**config.mk**
```make
export PLATFORM = sky130hd
export DESIGN_NAME = cis_line_sequencer
export DESIGN_NICKNAME = d
export VERILOG_FILES = /design/src/rtl/cis_line_sequencer.sv
export SDC_FILE = /design/constraint.sdc
export NUM_CORES = 1
export LEC_CHECK = 0
export CAP_MARGIN = 20
export CORE_MARGIN = 3
export CORE_UTILIZATION = 63
export CTS_CLUSTER_SIZE = 25
export DETAILED_ROUTE_END_ITERATION = 8
export PLACE_DENSITY = 0.86
export SETUP_SLACK_MARGIN = 0.5
export SLEW_MARGIN = 10
export SYNTH_ARGS = -nofsm -noshare
export SYNTH_HDL_FRONTEND = slang
export SYNTH_SLANG_ARGS = --single-unit
```
**constraint.sdc**
```tcl
create_clock -name CLK -period 7.06 [get_ports CLK]
set_clock_uncertainty 0.15 [all_clocks]
set_input_delay 1.412 -clock CLK [delete_from_list [all_inputs] [get_ports CLK]]
set_output_delay 1.412 -clock CLK [all_outputs]
set_load 0.005 [all_outputs]
```
**src/rtl/cis_line_sequencer.sv**
```systemverilog
// Contact-image-sensor line timing master: start pulse, LED enables and the R->G->B line schedule.
// Optional macro CIS_MONO_EN selects monochrome mode (green only, one line per "triplet").
module cis_line_sequencer #(
  parameter int LINE_PERIOD  = 3000,
  parameter int SP_WIDTH     = 4,
  parameter int LED_ON_DELAY = 100,
  parameter int LED_ON_TIME  = 2700,
  parameter int CNT_W        = 16
) (
  input  logic             CLK,
  input  logic             RST,
  input  logic             START,
  input  logic [CNT_W-1:0] LINES_NUM,
  input  logic             AFULL,
  output logic             CIS_SP,
  output logic             LED_R,
  output logic             LED_G,
  output logic             LED_B,
  output logic             COLOR_TOGGLE,
  output logic [1:0]       COLOR_CNT,
  output logic             LINE_DONE,
  output logic             BUSY
);

  localparam int PW = $clog2(LINE_PERIOD + 1);
  localparam logic [PW-1:0] LAST_PCNT = PW'(LINE_PERIOD - 1);
  localparam logic [PW-1:0] SP_END    = PW'(SP_WIDTH);
  localparam logic [PW-1:0] LED_START = PW'(LED_ON_DELAY);
  localparam logic [PW-1:0] LED_END   = PW'(LED_ON_DELAY + LED_ON_TIME);
`ifdef CIS_MONO_EN
  localparam logic [1:0] FIRST_COLOR = 2'd1;
`else
  localparam logic [1:0] FIRST_COLOR = 2'd0;
`endif

  typedef enum logic [1:0] {S_IDLE, S_LINE, S_WAIT, S_DONE} state_t;

  state_t           state_reg, state_next;
  logic [PW-1:0]    pcnt_reg, pcnt_next;
  logic [1:0]       color_reg, color_next;
  logic             toggle_reg, toggle_next;
  logic [CNT_W-1:0] tcnt_reg, tcnt_next;
  logic [CNT_W-1:0] lines_reg, lines_next;
  logic [CNT_W:0]   tcnt_inc;
  logic             triplet_end;
  logic             start_red;
  logic             done_next, done_reg;
  logic             sp_next, sp_reg;
  logic             busy_next, busy_reg;
  logic             led_window;
  logic [2:0]       led_next, led_reg;

  assign tcnt_inc = {1'b0, tcnt_reg} + {{CNT_W{1'b0}}, 1'b1};

`ifdef CIS_MONO_EN
  assign triplet_end = 1'b1;
`else
  assign triplet_end = (color_reg == 2'd2);
`endif

  always_comb begin
    state_next  = state_reg;
    pcnt_next   = pcnt_reg;
    color_next  = color_reg;
    toggle_next = toggle_reg;
    tcnt_next   = tcnt_reg;
    lines_next  = lines_reg;
    done_next   = 1'b0;
    start_red   = 1'b0;

    case (state_reg)
      S_IDLE: begin
        if (START) begin
          lines_next = LINES_NUM;
          tcnt_next  = '0;
          start_red  = 1'b1;
        end
      end
      S_LINE: begin
        if (pcnt_reg != LAST_PCNT) begin
          pcnt_next = pcnt_reg + {{(PW-1){1'b0}}, 1'b1};
        end else if (!triplet_end) begin
          pcnt_next   = '0;
          color_next  = color_reg + 2'd1;
          toggle_next = ~toggle_reg;
        end else begin
          // A triplet only ends here, so stop/pause requests never split an RGB pixel.
          done_next = 1'b1;
          tcnt_next = (&tcnt_reg) ? tcnt_reg : tcnt_inc[CNT_W-1:0];
          pcnt_next = '0;
          if ((lines_reg != '0) && (tcnt_inc == {1'b0, lines_reg})) begin
            state_next = S_DONE;
          end else if (!START) begin
            state_next = S_IDLE;
          end else if (AFULL) begin
            state_next = S_WAIT;
          end else begin
            start_red = 1'b1;
          end
        end
      end
      S_WAIT: begin
        if (START && !AFULL) begin
          start_red = 1'b1;
        end else if (!START) begin
          state_next = S_IDLE;
        end
      end
      S_DONE: begin
        if (!START) begin
          state_next = S_IDLE;
        end
      end
      default: state_next = S_IDLE;
    endcase

    if (start_red) begin
      state_next  = S_LINE;
      pcnt_next   = '0;
      color_next  = FIRST_COLOR;
      toggle_next = ~toggle_reg;
    end
  end

  // Outputs are decoded from next-state values so the registered outputs line up with the state.
  assign busy_next  = (state_next == S_LINE) || (state_next == S_WAIT);
  assign sp_next    = (state_next == S_LINE) && (pcnt_next < SP_END);
  assign led_window = (state_next == S_LINE) && (pcnt_next >= LED_START) && (pcnt_next < LED_END);

  generate
    for (genvar gi = 0; gi < 3; gi++) begin : g_led
      assign led_next[gi] = led_window && (color_next == 2'(gi));
    end
  endgenerate

  always_ff @(posedge CLK) begin
    if (RST) begin
      state_reg  <= S_IDLE;
      pcnt_reg   <= '0;
      color_reg  <= 2'd0;
      toggle_reg <= 1'b0;
      tcnt_reg   <= '0;
      lines_reg  <= '0;
      done_reg   <= 1'b0;
      sp_reg     <= 1'b0;
      busy_reg   <= 1'b0;
      led_reg    <= 3'b000;
    end else begin
      state_reg  <= state_next;
      pcnt_reg   <= pcnt_next;
      color_reg  <= color_next;
      toggle_reg <= toggle_next;
      tcnt_reg   <= tcnt_next;
      lines_reg  <= lines_next;
      done_reg   <= done_next;
      sp_reg     <= sp_next;
      busy_reg   <= busy_next;
      led_reg    <= led_next;
    end
  end

  assign CIS_SP       = sp_reg;
  assign LED_R        = led_reg[0];
  assign LED_G        = led_reg[1];
  assign LED_B        = led_reg[2];
  assign COLOR_TOGGLE = toggle_reg;
  assign COLOR_CNT    = color_reg;
  assign LINE_DONE    = done_reg;
  assign BUSY         = busy_reg;

endmodule

```
---- Word-level counts from Yosys, hierarchy flattened ----
Index checks and enable logic that the tools add are counted.
storage, ports and cells
  register bits ........................... 55
  bits in latches ......................... 0
  bits in writable memories ............... 0
  ROM bits ................................ 0
  input port bits ......................... 20
  output and inout port bits .............. 9
  word-level logic and storage cells ...... 88
  memories ................................ 0
operators by class
  $add $sub $neg .......................... 3
  $mul .................................... 0
  divide/modulo/power cells ............... 0
  magnitude comparators ................... 3
  equality and inequality tests ........... 16
  shift-type cells ........................ 0
  multiplexer cells ....................... 34
  bitwise operators ....................... 2
  reductions and logical operators ........ 20
operators by type and width
  kind                                                                 count
  2-to-1 mux 16 bit                                                    4
  2-to-1 mux 12 bit                                                    3
  case mux 16 bit (2 select lines)                                     1
  2-to-1 mux 2 bit                                                     12
  adder 16 x 1 -> 17 bit (second input constant)                       1
  == test 17 x 16 -> 1 bit                                             1
  AND reduction 16 bit                                                 1
  nonzero test 16 bit                                                  1
  adder 12 x 1 -> 12 bit (second input constant)                       1
  greater-or-equal comparator 12 x 7 -> 1 bit (second input constant)  1
  less-than comparator 12 bit (second input constant)                  1
  less-than comparator 12 x 3 -> 1 bit (second input constant)         1
  2-to-1 mux 1 bit                                                     12
  != test 12 bit (second input constant)                               1
  == test 2 bit (second input constant)                                5
  != test 2 bit (second input constant)                                5
  logical AND 1 bit                                                    8
  == test 2 x 1 -> 1 bit (second input constant)                       3
  case mux 2 bit (3 select lines)                                      1
  AND reduction 5 bit                                                  1
  logical NOT 2 bit                                                    2
  nonzero test 2 bit                                                   2
  case mux 1 bit (3 select lines)                                      1
  AND reduction 3 bit                                                  1
  7 further kinds                                                      8

---- Longest topological paths before layout ----
  depth in word-level cells ............... 12
  depth in mapped cells ................... 14
  mapped depth without buffers ............ 12

---- Least setup slack after synthesis ----
OpenSTA, ideal clock, no wires.
  kind .................................... reg2reg
  start ................................... register tcnt_reg[0]
  end ..................................... register led_reg[0]
  library setup time ...................... 0.140 ns
  arrival time ............................ 3.081 ns
  data required time ...................... 6.770 ns
  slack ................................... 3.689 ns
  cell stages (with the launch flop) ...... 15
  path buffers ............................ 2
  period minus slack after synthesis ...... 3.371 ns
  path through ............................ dfxtp_1 ha_1 clkbuf_1 nand3_1 xnor2_1 nor4_1 nand3_1 or4b_1 o31a_1 buf_4 a21o_1 ha_1 nor2b_1 o311ai_0 nor3_1
between the ends
  cells in the longest elaborated chain, start to end .. 12
  elaborated cells between the ends (all ways) .. 21
  classes of those cells .................. add/sub (1); order compare (2); eq/ne (2); mux (11); reduce/logical (5)
RTL lines
  item                                                                                   RTL line  text
  from (decl)                                                                            42        logic [CNT_W-1:0] tcnt_reg, tcnt_next;
  from (signal assigned)                                                                 153       tcnt_reg <= tcnt_next;
  adder 16 x 1 -> 17 bit (*)                                                             53        assign tcnt_inc = {1'b0, tcnt_reg} + {{CNT_W{1'b0}}, 1'b1};
  == test 17 x 16 -> 1 bit (*)                                                           91        if ((lines_reg != '0) && (tcnt_inc == {1'b0, lines_reg})) begin
  logical AND 1 bit (*)                                                                  91
  2-to-1 mux 1 bit or 2-to-1 mux 2 bit (tied branches)                                   91
  2-to-1 mux 1 bit or 2-to-1 mux 2 bit (tied branches)                                   82        end else if (!triplet_end) begin
  2-to-1 mux 1 bit or 2-to-1 mux 2 bit (tied branches)                                   80        if (pcnt_reg != LAST_PCNT) begin
  case mux 1 bit (3 select lines) or case mux 2 bit (3 select lines) (tied branches)     71        case (state_reg)
  2-to-1 mux 12 bit or 2-to-1 mux 2 bit (tied branches)                                  117       if (start_red) begin
  greater-or-equal comparator 12 x 7 -> 1 bit or == test 2 x 1 -> 1 bit (tied branches)  128       assign led_window = (state_next == S_LINE) && (pcnt_next >= LED_START) && (pcnt_next < LED_END);
  logical AND 1 bit (2 in series)                                                        128
  logical AND 1 bit (*)                                                                  132       assign led_next[gi] = led_window && (color_next == 2'(gi));
  to (signal assigned)                                                                   158       led_reg <= led_next;
  to (decl)                                                                              51        logic [2:0] led_next, led_reg;
Mark *: on every way between the ends. The rest lies on a longest branch, timed or not.
A chain may end at the register's enable or synchronous reset.

---- Final worst setup path ----
  start ................................... input port AFULL
  end ..................................... register led_reg[0]
between the ends
  cells in the longest elaborated chain, start to end .. 11
  elaborated cells between the ends (all ways) .. 26
  classes of those cells .................. order compare (2); eq/ne (1); mux (17); reduce/logical (6)
RTL lines
  item                                                                                   RTL line  text
  from (decl)                                                                            14        input logic AFULL,
  2-to-1 mux 1 bit or 2-to-1 mux 2 bit (tied branches)                                   95        end else if (AFULL) begin
  2-to-1 mux 1 bit or 2-to-1 mux 2 bit (tied branches)                                   93        end else if (!START) begin
  2-to-1 mux 1 bit or 2-to-1 mux 2 bit (tied branches)                                   91
  2-to-1 mux 1 bit or 2-to-1 mux 2 bit (tied branches)                                   82
  2-to-1 mux 1 bit or 2-to-1 mux 2 bit (tied branches)                                   80
  case mux 1 bit (3 select lines) or case mux 2 bit (3 select lines) (tied branches)     71
  2-to-1 mux 12 bit or 2-to-1 mux 2 bit (tied branches)                                  117
  greater-or-equal comparator 12 x 7 -> 1 bit or == test 2 x 1 -> 1 bit (tied branches)  128
  logical AND 1 bit (2 in series)                                                        128
  logical AND 1 bit (*)                                                                  132
Marks and branches as above.

==> impl_metrics.toml <==
[run_status]
run_status = "finished clean"

[global_routing]
grt_antenna_before_repair = 0
total_grt_overflow = 0
grt_max_degree = 54
first_global_vias = 3113
grt_pass1_wl_um = 13800
grt_usage_pct = 27.1

[finish]
areaGrowthSynthToFinish_pct = 9.51
post-route-util_pct = 71.9
insertedDiodeCount = 0
finalInstanceArea_um2 = 3720
number_of_filler_instances_in_the_final_layout = 409
final_net_count = 474
post_route_cells_drive_above_1_share_pct = 4.91

[yosys]
cell_area_synth_um2 = 3400
average_size_of_a_mapped_cell_um2 = 7.67
postSynthRegisterBits = 55
yosys_warnings = 0
post-synth-top-area-cell = "sky130_fd_sc_hd__dfxtp_1"
yosys.area.top_type_share_pct = 32.4
post_synth_main_area_contributors = "sky130_fd_sc_hd__dfxtp_1, sky130_fd_sc_hd__a21oi_1, sky130_fd_sc_hd__nand2_1"
synthesis.instances = 443
synth_cell_types = 59
yosysMostFrequentCell = "sky130_fd_sc_hd__nand2_1"
synth.yosys.seq_area_share_pct = 32.4
synth_edf_count = 0
synth_top_cells_by_count = "sky130_fd_sc_hd__nand2_1, sky130_fd_sc_hd__dfxtp_1, sky130_fd_sc_hd__a21oi_1, sky130_fd_sc_hd__nor3_1, sky130_fd_sc_hd__nor2_1"
synth-main-ff-cell = "sky130_fd_sc_hd__dfxtp_1"
synthesis.nets = 468
ys_async_sr_fraction_pct = 0

[floorplanning]
die-height_um = 79.4
boundaryPins = 29
die_width_um = 79.4
start_util_pct = 65.7
floorplan.rows = 26
fp.dieArea_um2 = 6310
placeableCoreArea_um2 = 5170

[setup_path]
arrival_ns = 3.98
worstSetupEndpointType = "flop"
crit_required_ns = 7.07
crit_slowest_cell = "sky130_fd_sc_hd__clkdlybuf4s50_1"
crit_path_cell_trace = "clkdlybuf4s50_1 -> a21oi_1 -> a222oi_1 -> nand2_1 -> o31a_1 -> a21o_1 -> ha_1 -> nor2b_1 -> o311ai_0 -> nor3_1"
critPathLaunchType = "input port"
critical-path-max-stage-delay_ns = 0.53
category_of_the_critical_setup_timing_path = "input port to flop"
timing.critical_path.fanout_max = 21

[place]
dpl-instance-area_um2 = 3650
placement.io_buffers = 28
dp_hpwl_um = 5740
global_placement_routability_congestion = 0.917

[sta]
max_freq_mhz = 252
period_share_pct = 56.2
whs_ns = 0.332
worst_slew_margin_relative_to_its_limit_pct = 34.0
finalCriticalPeriod_ns = 3.97
rsz_0062_raised_after_global_routing = "no"
finalHoldViolCount = 0
finalSetupViolations = 0
timing_worst_slew_pin_value_ns = 0.990
final-max-slew-violation-count = 0
final_tns_setup_ns = 0

[clocking]
cts_buffer_depth = 2
cts_made_buffers = 5
clock_tree.root_cell = "sky130_fd_sc_hd__clkbuf_8"
clock_input_transition_at_the_sequential_cells_of_the_worst_setup_and_hold_paths_ns = 0.09
cts_repair_resize_count = 0
cts.repair_timing.setup_buffer_count = 0
cts_tree = "done"
cts_hold_repair.buffers = 0
clock_latency_ns = 0.31
htree_levels = 2
cts_sinks = 55

[run]
max_cap_violations = 0

[detailed_routing]
wl_per_cell_um = 15.4
route.detailed.drc = 0
drtAntennaViolNets = 0
drt-total-wl_um = 7970
drt_first_iter_violations = 188
viasPerCell = 6.27
detailedRoute.firstPassIterationCount = 5
dr_total_vias = 3246

[pwr]
power.leakage_uw = 0.00121
power.density_nw_per_um2 = 151
ir_worst_vdd_v = 0.000117

[worst_hold_path]
hold_path_class = "flop to flop"
==> power breakdown <==
group / internal [µW] / switching, µW
clock network: 66.5 / 96.8
registers: 318 / 8.52
logic: 32.0 / 39.1
==> path summary, 6_finish.rpt <==
| kind | from | end | slack [ns] | depth (start not counted) |
|---|---|---|---|---|
| max reg2reg | tcnt_reg[0] | led_reg[0] | 3.19 | 12 |
| max | AFULL | led_reg[0] | 3.09 | 10 |
| min | lines_reg[3] | lines_reg[3] | 0.33 | 2 |
| min reg2reg | lines_reg[3] | lines_reg[3] | 0.33 | 2 |
==> routing by layer <==
layer  vias to the layer above  global-route usage (%)  share of wire (%)
li1                       1605                       -                  -
met1                      1506                    31.8                 43
met2                       115                    49.1                 50
met3                        20                    4.63                5.2
met4                         0                    9.97                2.1
met5                         -                       0                  0
==> final cells by class <==
type / count / area, µm² / area share [%]
well taps: 70 / 87.6 / 2.36
repair buffers: 29 / 283 / 7.60
flip-flops and latches: 55 / 1100 / 29.6
clock buffers: 6 / 72.6 / 1.95
multi-input cells: 347 / 2130 / 57.4
inverters: 11 / 41.3 / 1.11
==> worst max-delay path, delay by kind of cell <==
| kind | cells | cell delay, ns |
|---|---|---|
| AO/OA/AOI/OAI | 5 | 1.53 |
| adder cells (fa/ha/maj) | 1 | 0.16 |
| buffers and inverters | 1 | 0.53 |
| AND/OR/NAND/NOR | 3 | 0.34 |
==> metrics by stage <==
stage                     setup WS, ns  std cells  power, µW
after global placement            2.91        512        402
after CTS                         3.12        518        562
after floorplan                   3.69        443        379
after global routing              2.81        518        585
after detailed placement          2.79        512        404
final                             3.09        518        561
==> cell usage in the layout, fill, tap and decap left out, types with 2 or more instances in the layout <==
master and instances:
sky130_fd_sc_hd__nor2_1 27, sky130_fd_sc_hd__nand3_1 14, sky130_fd_sc_hd__o311ai_0 2, sky130_fd_sc_hd__a21o_1 3, sky130_fd_sc_hd__a21oi_1 42, sky130_fd_sc_hd__nor2b_1 3, sky130_fd_sc_hd__nand3b_1 7, sky130_fd_sc_hd__or4_1 3
sky130_fd_sc_hd__mux2i_1 5, sky130_fd_sc_hd__a21bo_2 2, sky130_fd_sc_hd__nand2b_1 6, sky130_fd_sc_hd__o21a_1 3, sky130_fd_sc_hd__inv_1 11, sky130_fd_sc_hd__a221o_1 2, sky130_fd_sc_hd__ha_1 5, sky130_fd_sc_hd__xor2_1 8
sky130_fd_sc_hd__and4_1 3, sky130_fd_sc_hd__nor3_1 31, sky130_fd_sc_hd__or3_1 7, sky130_fd_sc_hd__and3_1 8, sky130_fd_sc_hd__o22ai_1 2, sky130_fd_sc_hd__a22oi_1 2, sky130_fd_sc_hd__a31oi_1 4, sky130_fd_sc_hd__nor4_2 5
sky130_fd_sc_hd__nand2_1 56, sky130_fd_sc_hd__nor4bb_1 2, sky130_fd_sc_hd__or2_2 3, sky130_fd_sc_hd__nand4b_1 2, sky130_fd_sc_hd__clkdlybuf4s50_1 27, sky130_fd_sc_hd__nor4_1 10, sky130_fd_sc_hd__xnor2_1 24, sky130_fd_sc_hd__dfxtp_1 55
sky130_fd_sc_hd__and2_1 3, sky130_fd_sc_hd__o21ai_0 18, sky130_fd_sc_hd__a211oi_1 5, sky130_fd_sc_hd__clkbuf_8 5, sky130_fd_sc_hd__nand4_1 7, sky130_fd_sc_hd__or3b_2 3
==> cell families after synthesis <==
group | synth area share (%)
AND/OR/NAND/NOR | 33.2
AO/OA/AOI/OAI | 18.0
XOR/XNOR | 8.25
flip-flops | 32.4
buffers and inverters | 4.75
adder cells (fa/ha/maj) | 1.84
multiplexers | 1.47
Note: power is estimated with default switching activity, not from simulation.
